$ cat config.mk
export PLATFORM = sky130hd
export DESIGN_NAME = core_pipe_exec_mdu_ctrl
export DESIGN_NICKNAME = d
export VERILOG_FILES = /design/src/rtl/core_mdu_pkg.sv /design/src/rtl/core_mdu_result_cache.sv /design/src/rtl/core_pipe_exec_mdu_ctrl.sv
export SDC_FILE = /design/constraint.sdc
export NUM_CORES = 1
export LEC_CHECK = 0
export BUFFER_PORTS_ARGS = -buffer_cell sky130_fd_sc_hd__buf_2
export CAP_MARGIN = 40
export CORE_UTILIZATION = 30
export CTS_CLUSTER_DIAMETER = 120
export DETAILED_ROUTE_END_ITERATION = 7
export PLACE_DENSITY = 0.56
export SLEW_MARGIN = 20
export SYNTH_ARGS = -nofsm -noshare
export SYNTH_HDL_FRONTEND = slang
export SYNTH_SLANG_ARGS = --single-unit
export TNS_END_PERCENT = 100
$ cat constraint.sdc
create_clock -name g_clk -period 6 [get_ports g_clk]
set_input_delay 0.9 -clock g_clk [delete_from_list [all_inputs] [get_ports g_clk]]
set_output_delay 0.9 -clock g_clk [all_outputs]
set_load 0.03 [all_outputs]
$ cat src/rtl/core_mdu_pkg.sv
// ============================================================================
// core_mdu_pkg : shared MDU op encoding and sequencer state types. Rev 1.0
// ============================================================================
`default_nettype none

package core_mdu_pkg;

  typedef enum logic [2:0] {
    MDU_MUL    = 3'd0,
    MDU_MULH   = 3'd1,
    MDU_MULHSU = 3'd2,
    MDU_MULHU  = 3'd3,
    MDU_DIV    = 3'd4,
    MDU_DIVU   = 3'd5,
    MDU_REM    = 3'd6,
    MDU_REMU   = 3'd7
  } mdu_op_t;

  typedef enum logic [1:0] {
    ST_IDLE = 2'd0,
    ST_RUN  = 2'd1,
    ST_DONE = 2'd2
  } mdu_state_t;

  function automatic logic [7:0] mdu_op_onehot(input mdu_op_t op);
    return 8'b1 << op;
  endfunction

endpackage

`default_nettype wire

$ cat src/rtl/core_mdu_result_cache.sv
// ============================================================================
// core_mdu_result_cache : one-entry {op,word,rs1,rs2} -> result cache. Rev 1.0
// ============================================================================
`default_nettype none

module core_mdu_result_cache
  import core_mdu_pkg::*;
#(
  parameter int XLEN = 64
) (
  input  logic            g_clk_i,
  input  logic            g_resetn_i,
  input  logic            wr_en_i,
  input  logic [2:0]      wr_op_i,
  input  logic            wr_word_i,
  input  logic [XLEN-1:0] wr_rs1_i,
  input  logic [XLEN-1:0] wr_rs2_i,
  input  logic [XLEN-1:0] wr_data_i,
  input  logic [2:0]      lk_op_i,
  input  logic            lk_word_i,
  input  logic [XLEN-1:0] lk_rs1_i,
  input  logic [XLEN-1:0] lk_rs2_i,
  output logic            hit_o,
  output logic [XLEN-1:0] hit_data_o
);

  localparam int TAG_W = 2*XLEN + 4;

  logic             valid_q;
  logic [TAG_W-1:0] tag_q;
  logic [XLEN-1:0]  data_q;

  always_ff @(posedge g_clk_i or negedge g_resetn_i) begin
    if (!g_resetn_i) begin
      valid_q <= 1'b0;
      tag_q   <= '0;
      data_q  <= '0;
    end else if (wr_en_i) begin
      valid_q <= 1'b1;
      tag_q   <= {wr_op_i, wr_word_i, wr_rs1_i, wr_rs2_i};
      data_q  <= wr_data_i;
    end
  end

  assign hit_o      = valid_q && (tag_q == {lk_op_i, lk_word_i, lk_rs1_i, lk_rs2_i});
  assign hit_data_o = data_q;

endmodule

`default_nettype wire

$ cat src/rtl/core_pipe_exec_mdu_ctrl.sv
// ============================================================================
// core_pipe_exec_mdu_ctrl : decode->MDU sequencer with writeback handshake. Rev 1.0
// ============================================================================
`default_nettype none

module core_pipe_exec_mdu_ctrl
  import core_mdu_pkg::*;
#(
  parameter int XLEN     = 64,
  parameter bit CACHE_EN = 1'b1
) (
  input  logic            g_clk,
  input  logic            g_resetn,
  input  logic            flush,
  input  logic            s_valid,
  output logic            s_ready,
  input  logic [2:0]      s_op,
  input  logic            s_word,
  input  logic [XLEN-1:0] s_rs1,
  input  logic [XLEN-1:0] s_rs2,
  input  logic [4:0]      s_rd_addr,
  output logic            m_valid,
  input  logic            m_ready,
  output logic [4:0]      m_rd_addr,
  output logic [XLEN-1:0] m_rd_data,
  output logic            mdu_valid,
  output logic            mdu_flush,
  output logic            mdu_word,
  output logic            mdu_op_mul,
  output logic            mdu_op_mulh,
  output logic            mdu_op_mulhu,
  output logic            mdu_op_mulhsu,
  output logic            mdu_op_div,
  output logic            mdu_op_divu,
  output logic            mdu_op_rem,
  output logic            mdu_op_remu,
  output logic [XLEN-1:0] mdu_rs1,
  output logic [XLEN-1:0] mdu_rs2,
  input  logic            mdu_ready,
  input  logic [XLEN-1:0] mdu_rd
);

  mdu_state_t      state_q, state_d;
  mdu_op_t         op_q;
  logic            word_q;
  logic [XLEN-1:0] rs1_q, rs2_q, result_q;
  logic [4:0]      rd_q;

  logic            accept;
  logic            run_done;
  logic            cache_hit;
  logic [XLEN-1:0] cache_data;
  logic [7:0]      op_lines;

  assign accept   = s_valid && s_ready;
  // A flush racing the MDU completion discards the result, so it is not cached.
  assign run_done = (state_q == ST_RUN) && mdu_ready && !flush;

  generate
    if (CACHE_EN) begin : g_cache
      core_mdu_result_cache #(
        .XLEN (XLEN)
      ) u_cache (
        .g_clk_i    (g_clk),
        .g_resetn_i (g_resetn),
        .wr_en_i    (run_done),
        .wr_op_i    (op_q),
        .wr_word_i  (word_q),
        .wr_rs1_i   (rs1_q),
        .wr_rs2_i   (rs2_q),
        .wr_data_i  (mdu_rd),
        .lk_op_i    (s_op),
        .lk_word_i  (s_word),
        .lk_rs1_i   (s_rs1),
        .lk_rs2_i   (s_rs2),
        .hit_o      (cache_hit),
        .hit_data_o (cache_data)
      );
    end else begin : g_nocache
      assign cache_hit  = 1'b0;
      assign cache_data = '0;
    end
  endgenerate

  always_ff @(posedge g_clk or negedge g_resetn) begin
    if (!g_resetn) begin
      state_q <= ST_IDLE;
    end else begin
      state_q <= state_d;
    end
  end

  always_comb begin
    state_d = state_q;
    case (state_q)
      ST_IDLE: if (accept) state_d = cache_hit ? ST_DONE : ST_RUN;
      ST_RUN:  if (mdu_ready) state_d = ST_DONE;
      ST_DONE: if (m_ready) state_d = accept ? (cache_hit ? ST_DONE : ST_RUN) : ST_IDLE;
      default: state_d = ST_IDLE;
    endcase
    if (flush) state_d = ST_IDLE;
  end

  always_ff @(posedge g_clk or negedge g_resetn) begin
    if (!g_resetn) begin
      op_q     <= MDU_MUL;
      word_q   <= 1'b0;
      rs1_q    <= '0;
      rs2_q    <= '0;
      rd_q     <= '0;
      result_q <= '0;
    end else begin
      if (accept) begin
        op_q   <= mdu_op_t'(s_op);
        word_q <= s_word;
        rs1_q  <= s_rs1;
        rs2_q  <= s_rs2;
        rd_q   <= s_rd_addr;
        if (cache_hit) result_q <= cache_data;
      end else if (run_done) begin
        result_q <= mdu_rd;
      end
    end
  end

  always_comb begin
    s_ready   = !flush && ((state_q == ST_IDLE) || ((state_q == ST_DONE) && m_ready));
    m_valid   = (state_q == ST_DONE);
    mdu_valid = (state_q == ST_RUN);
    mdu_flush = flush || ((state_q == ST_RUN) && mdu_ready);
    op_lines  = mdu_valid ? mdu_op_onehot(op_q) : 8'b0;
  end

  assign mdu_op_mul    = op_lines[MDU_MUL];
  assign mdu_op_mulh   = op_lines[MDU_MULH];
  assign mdu_op_mulhsu = op_lines[MDU_MULHSU];
  assign mdu_op_mulhu  = op_lines[MDU_MULHU];
  assign mdu_op_div    = op_lines[MDU_DIV];
  assign mdu_op_divu   = op_lines[MDU_DIVU];
  assign mdu_op_rem    = op_lines[MDU_REM];
  assign mdu_op_remu   = op_lines[MDU_REMU];

  assign mdu_word  = word_q;
  assign mdu_rs1   = rs1_q;
  assign mdu_rs2   = rs2_q;
  assign m_rd_addr = rd_q;
  assign m_rd_data = result_q;

endmodule

`default_nettype wire

# Word-level counts from Yosys, hierarchy flattened
# Index checks and enable logic that the tools add are counted.
word_totals:
  regBits: 400
  latchBits: 0
  ram_bits: 0
  rom_bits: 0
  out_inout_bits: 210
  word_cells: 42
  n_memories: 0
classes:
  addsub: 0
  mul: 0
  n_div: 0
  order_cmp: 0
  n_eq_ne: 7
  shifts: 1
  mux: 11
  n_bitwise: 0
  reduce_logical: 13
op_table:
  columns: ["operator", "count"]
  rows:
  - ["$mux 64", 3]
  - ["$eq 132x132->1", 1]
  - ["$mux 2", 6]
  - ["$mux 8", 1]
  - ["$shl 1x3->8 const A", 1]
  - ["$logic_and 1x1->1", 6]
  - ["$ne 3x2->1 const B", 2]
  - ["$pmux 2 s3", 1]
  - ["$ne 3x3->1 const B", 1]
  - ["$reduce_and 3->1", 1]
  - ["$eq 2x1->1 const B", 1]
  - ["$eq 2x2->1 const B", 1]
  - ["$logic_not 2->1", 1]
  - ["$logic_or 1x1->1", 2]
  - ["$ne 2x1->1 const B", 1]
  - ["$reduce_and 2->1", 1]
  - ["$reduce_bool 2->1", 1]
  - ["$logic_not 1->1", 1]

# Longest topological paths before layout
depth:
  depth_word: 9
  depth_mapped: 9

# Modules after synthesis
# A second synthesis with hierarchy kept.
unflattened:
  hier_cells: 1372
  hier_area_um2: 17658.2
modules_own_cells:
  columns: ["module", "n_inst", "cells_each", "area_per_inst_um2", "seq_area_each_um2"]
  rows:
  - ["core_mdu_result_cache", 1, 690, 8989.9, 4929.7]
  - ["core_pipe_exec_mdu_ctrl", 1, 682, 8668.3, 5079.9]

# Worst setup path before layout
# No wires, ideal clock.
synth_timing:
  kind: "input -> register"
  start: "input port m_ready"
  end: "register result_q[54], in the netlist m_rd_data[54]"
  setup_ns: 0.126
  arrival_ns: 2.893
  setup_slack_ns: 2.981
  path_stages: 8
  path_buffers: 3
  path_cell_list: "inv_1 a211oi_1 and2_1 clkbuf_1 a21oi_1 buf_6 buf_6 a221o_1"
synth_between:
  elab_chain_cells: 6
  elab_cells_between_ends: 8
synth_lines:
  columns: ["element", "line", "rtl"]
  rows:
  - ["from (decl)", "core_pipe_exec_mdu_ctrl.sv:23", "input logic m_ready,"]
  - ["$logic_and 1x1->1 *", "core_pipe_exec_mdu_ctrl.sv:127", "s_ready = !flush && ((state_q == ST_IDLE) || ((state_q == ST_DONE) && m_ready));"]
  - ["$logic_or 1x1->1 *", "core_pipe_exec_mdu_ctrl.sv:127", null]
  - ["$logic_and 1x1->1 *", "core_pipe_exec_mdu_ctrl.sv:127", null]
  - ["net s_ready", "core_pipe_exec_mdu_ctrl.sv:16", "output logic s_ready,"]
  - ["$logic_and 1x1->1 *", "core_pipe_exec_mdu_ctrl.sv:55", "assign accept = s_valid && s_ready;"]
  - ["$ne 2x1->1 (no line) / $reduce_bool 2->1 (equally long branches)", null, null]
  - ["$reduce_and 2->1 (no line)", null, null]
  - ["to (signal assigned)", "core_pipe_exec_mdu_ctrl.sv:119", "if (cache_hit) result_q <= cache_data;"]
  - ["to (signal assigned)", "core_pipe_exec_mdu_ctrl.sv:121", "result_q <= mdu_rd;"]
  - ["to (decl)", "core_pipe_exec_mdu_ctrl.sv:46", "logic [XLEN-1:0] rs1_q, rs2_q, result_q;"]
# Mark *: on every way through the listed nets, which the timed path passes. The rest lies on a longest branch.
# A chain may end at the register's enable or synchronous reset.

# Final worst setup path
layout_timing:
  start: "input port s_rs2[1]"
  end: "register result_q[36], in the netlist m_rd_data[36]"
layout_between:
  elab_chain_cells: 4
layout_lines:
  columns: ["element", "line", "rtl"]
  rows:
  - ["from (decl)", "core_pipe_exec_mdu_ctrl.sv:20", "input logic [XLEN-1:0] s_rs2,"]
  - ["$eq 132x132->1", "core_mdu_result_cache.sv:45", "assign hit_o = valid_q && (tag_q == {lk_op_i, lk_word_i, lk_rs1_i, lk_rs2_i});"]
  - ["$logic_and 1x1->1", "core_mdu_result_cache.sv:45", null]
  - ["$ne 2x1->1 (no line)", null, null]
  - ["$reduce_and 2->1 (no line)", null, null]
# No other way between the ends.

==> results.toml <==
[timing]
slew_violations = 0
finalSetupViolations = 0
worst_slew_pin_slew_ps = 889
fin_worst_skew_ps = 25.2
min_period_over_period_pct = 63.6
hold_ws_ps = 331
setup_tns_ps = 0
clock.fmax_mhz = 262
slew_headroom_pct = 40.8
rsz0062_at_grt = "false"
hold_violations = 0
post-route-min-period_ps = 3820

[flow_run]
drv_cap = 0

[detailed_routing]
viasPerCell = 4.70
wl_per_cell_um = 19.6
wirelength_um = 46600
drtAntennaViolNets = 0
wl_met1_um = 19600
route.met2.wl_um = 21800
first_pass_iters = 4
dr.max_layer_used = "met5"
drc = 0
drt_iter0_drc = 551
vias = 11154
met3_length_um = 4090

[synth]
synth_flop_cell = "dfrtp_1"
yosysWarnings = 0
synth_cells = 1174
ys_ff_latch = 400
syn_nets = 1381
synthTopCellsByArea = "dfrtp_1 59%, mux2_2 22%, xnor2_1 4.3%"
async_flop_share_pct = 100
yosysTopAreaCell = "dfrtp_1"
syn_area_mm2 = 0.0168
synth_common_cells = "400 x dfrtp_1, 326 x mux2_2, 83 x xnor2_1"
synth-edff-count = 0
synth_cell_type_count = 31
yosysTopAreaCellShare_pct = 59.4
yosysMostFrequentCell = "dfrtp_1"
synth.avg_cell_area_um2 = 14.4
yosysSeqAreaShare_pct = 59.4

[critical_path]
path_cells = "buf_2, xnor2_1, nand4_1, nor4_1, nand4_1, nor4_2, and2_2, buf_4, a221o_1"
cp_slowest_cell = "nor4_1"
cp_slowest_stage_delay_ps = 760
worstPathRequired_ps = 6490
endpoint_kind = "flop"
crit_path_start_kind = "input pin"
crit_buf_inv = 2
timing.critical_path.mode_cell = "nand4_1"
cpLargestDelayFamily = "simple AND/OR/NAND/NOR gates"
cp_max_fo = 64
crit_type = "input pin to flop"
arrival_ps = 4310

[run_status]
status = "finished clean"

[worst_hold_path]
min_path_type = "input pin to async pin"

[global_route]
grt_use_total_pct = 16.2
grt_pass1_wl_um = 70300
antenna_found_initial = 20
grt_max_degree = 165
grt_pass1_vias = 11529
gr-total-overflow = 0

[clock_tree]
clockRootBuffer = "clkbuf_16"
cts_tree = "yes"
cts_made_buffers = 47
clock_sinks = 400
htreeDepth = 2
clk_pin_slew_ps = 50
clock_latency_ps = 580
cts_buffer_depth = 3
postCtsSetupRepairBufs = 0
cts_hold_buf = 0
cts_resized = 0

[floorplan]
initial_core_util_pct = 30.5
rows = 86
die_area_mm2 = 0.0571
io_pins = 417
core_area_mm2 = 0.0553
die_h_um = 239
die_w_um = 239

[placed_design]
dp_hpwl_um = 32900
io_buffers = 416
gp_congestion = 0.750
place_inst = 2290

[pwr]
p_leak_nw = 9.62
ir_drop_v = 0.000248
power_density_mw_per_mm2 = 448

[layout]
drive_gt1_share_pct = 51.0
n_fill_cell = 5396
final_cells = 2375
fin_nets = 1798
area_growth_pct = 26.3
[power by group]
group          internal (mW)  leakage (nW)  switching, mW  total (mW)
registers               3.54          4.83          0.544        4.09
logic                   1.19          4.05           1.42        2.60
clock network           1.70         0.746           1.15        2.84
[worst reg2reg max path: stages, from the launching register on]
cell and delay [ps]:
dfrtp_1 380, xnor2_1 220, nand4_1 210, nor4_1 760, nand4_1 190, nor4_2 700, and2_2 260, buf_4 630
a221o_1 320
[layout by cell type (no fill, tap or decap), types with 14 or more instances in the layout]
master     synthesis  layout
a221o_1           65      65
and2_1            66      65
buf_2             25     415
clkbuf_16          0      47
dfrtp_1          400     400
inv_1             21      21
mux2_2           326     326
nand2b_1          20      20
nand4_1           21      21
nor2b_1           25      25
nor4_1            14      14
xnor2_1           83      83
[metal layers]
metal  global-route usage, %  vias up
li1                        -     5072
met1                    20.1     5631
met2                    26.2      331
met3                    6.02       92
met4                    4.41       28
met5                       0        -
[state kept, by name, summed over array words and instances, names as in the netlist]
signal and flops:
g_cache.u_cache.hit_data_o 64, g_cache.u_cache.tag_q 132, g_cache.u_cache.valid_q 1, m_rd_addr 5, m_rd_data 64, mdu_rs1 64
mdu_rs2 64, mdu_word 1, op_q 3, state_q 2
[worst paths after layout]
path / from / to / slack (ps) / cells past startpoint
worst min-delay path: g_resetn / g_cache.u_cache.hit_data_o[19] / 330 / 1
worst max register to register: g_cache.u_cache.tag_q[1] / m_rd_data[36] / 2260 / 8
worst min register to register: g_cache.u_cache.valid_q / g_cache.u_cache.valid_q / 470 / 1
max in group asynchronous: g_resetn / state_q[0] / 4320 / 2
min in group g_clk: g_cache.u_cache.valid_q / g_cache.u_cache.valid_q / 470 / 1
worst max-delay path: s_rs2[1] / m_rd_data[36] / 2180 / 9
[layout make-up]
type | instances | area, um2 | share of cell area (%)
Antenna cell | 4 | 10.0 | 0.0471
Multi-Input combinational cell | 695 | 6490 | 30.5
Inverter | 21 | 78.8 | 0.371
Clock buffer | 66 | 1320 | 6.19
Tap cell | 748 | 936 | 4.40
Sequential cell | 400 | 10000 | 47.1
Timing Repair Buffer | 426 | 2230 | 10.5
Clock inverter | 15 | 194 | 0.912
[kinds of logic after synthesis]
family	count (synthesis)	synth area share, %
compound gates	98	5.44
xor+xnor	96	4.99
buf+inv	79	2.21
flops	400	59.4
mux	326	21.8
simple gates	175	6.16
[through the flow]
step / area [um2] / util (%) / power [mW] / setup slack [ps]
final: 21300 / 38.5 / 9.53 / 2180
after global placement: 19700 / 35.7 / 6.71 / 1560
after floorplan: 16800 / - / 5.84 / 2980
after CTS: 21300 / 38.4 / 9.70 / 2110
after detailed placement: 19800 / 35.7 / 6.79 / 1500
after global routing: 21300 / 38.4 / 10.1 / 1930
Power figures use the tool's default switching activity.
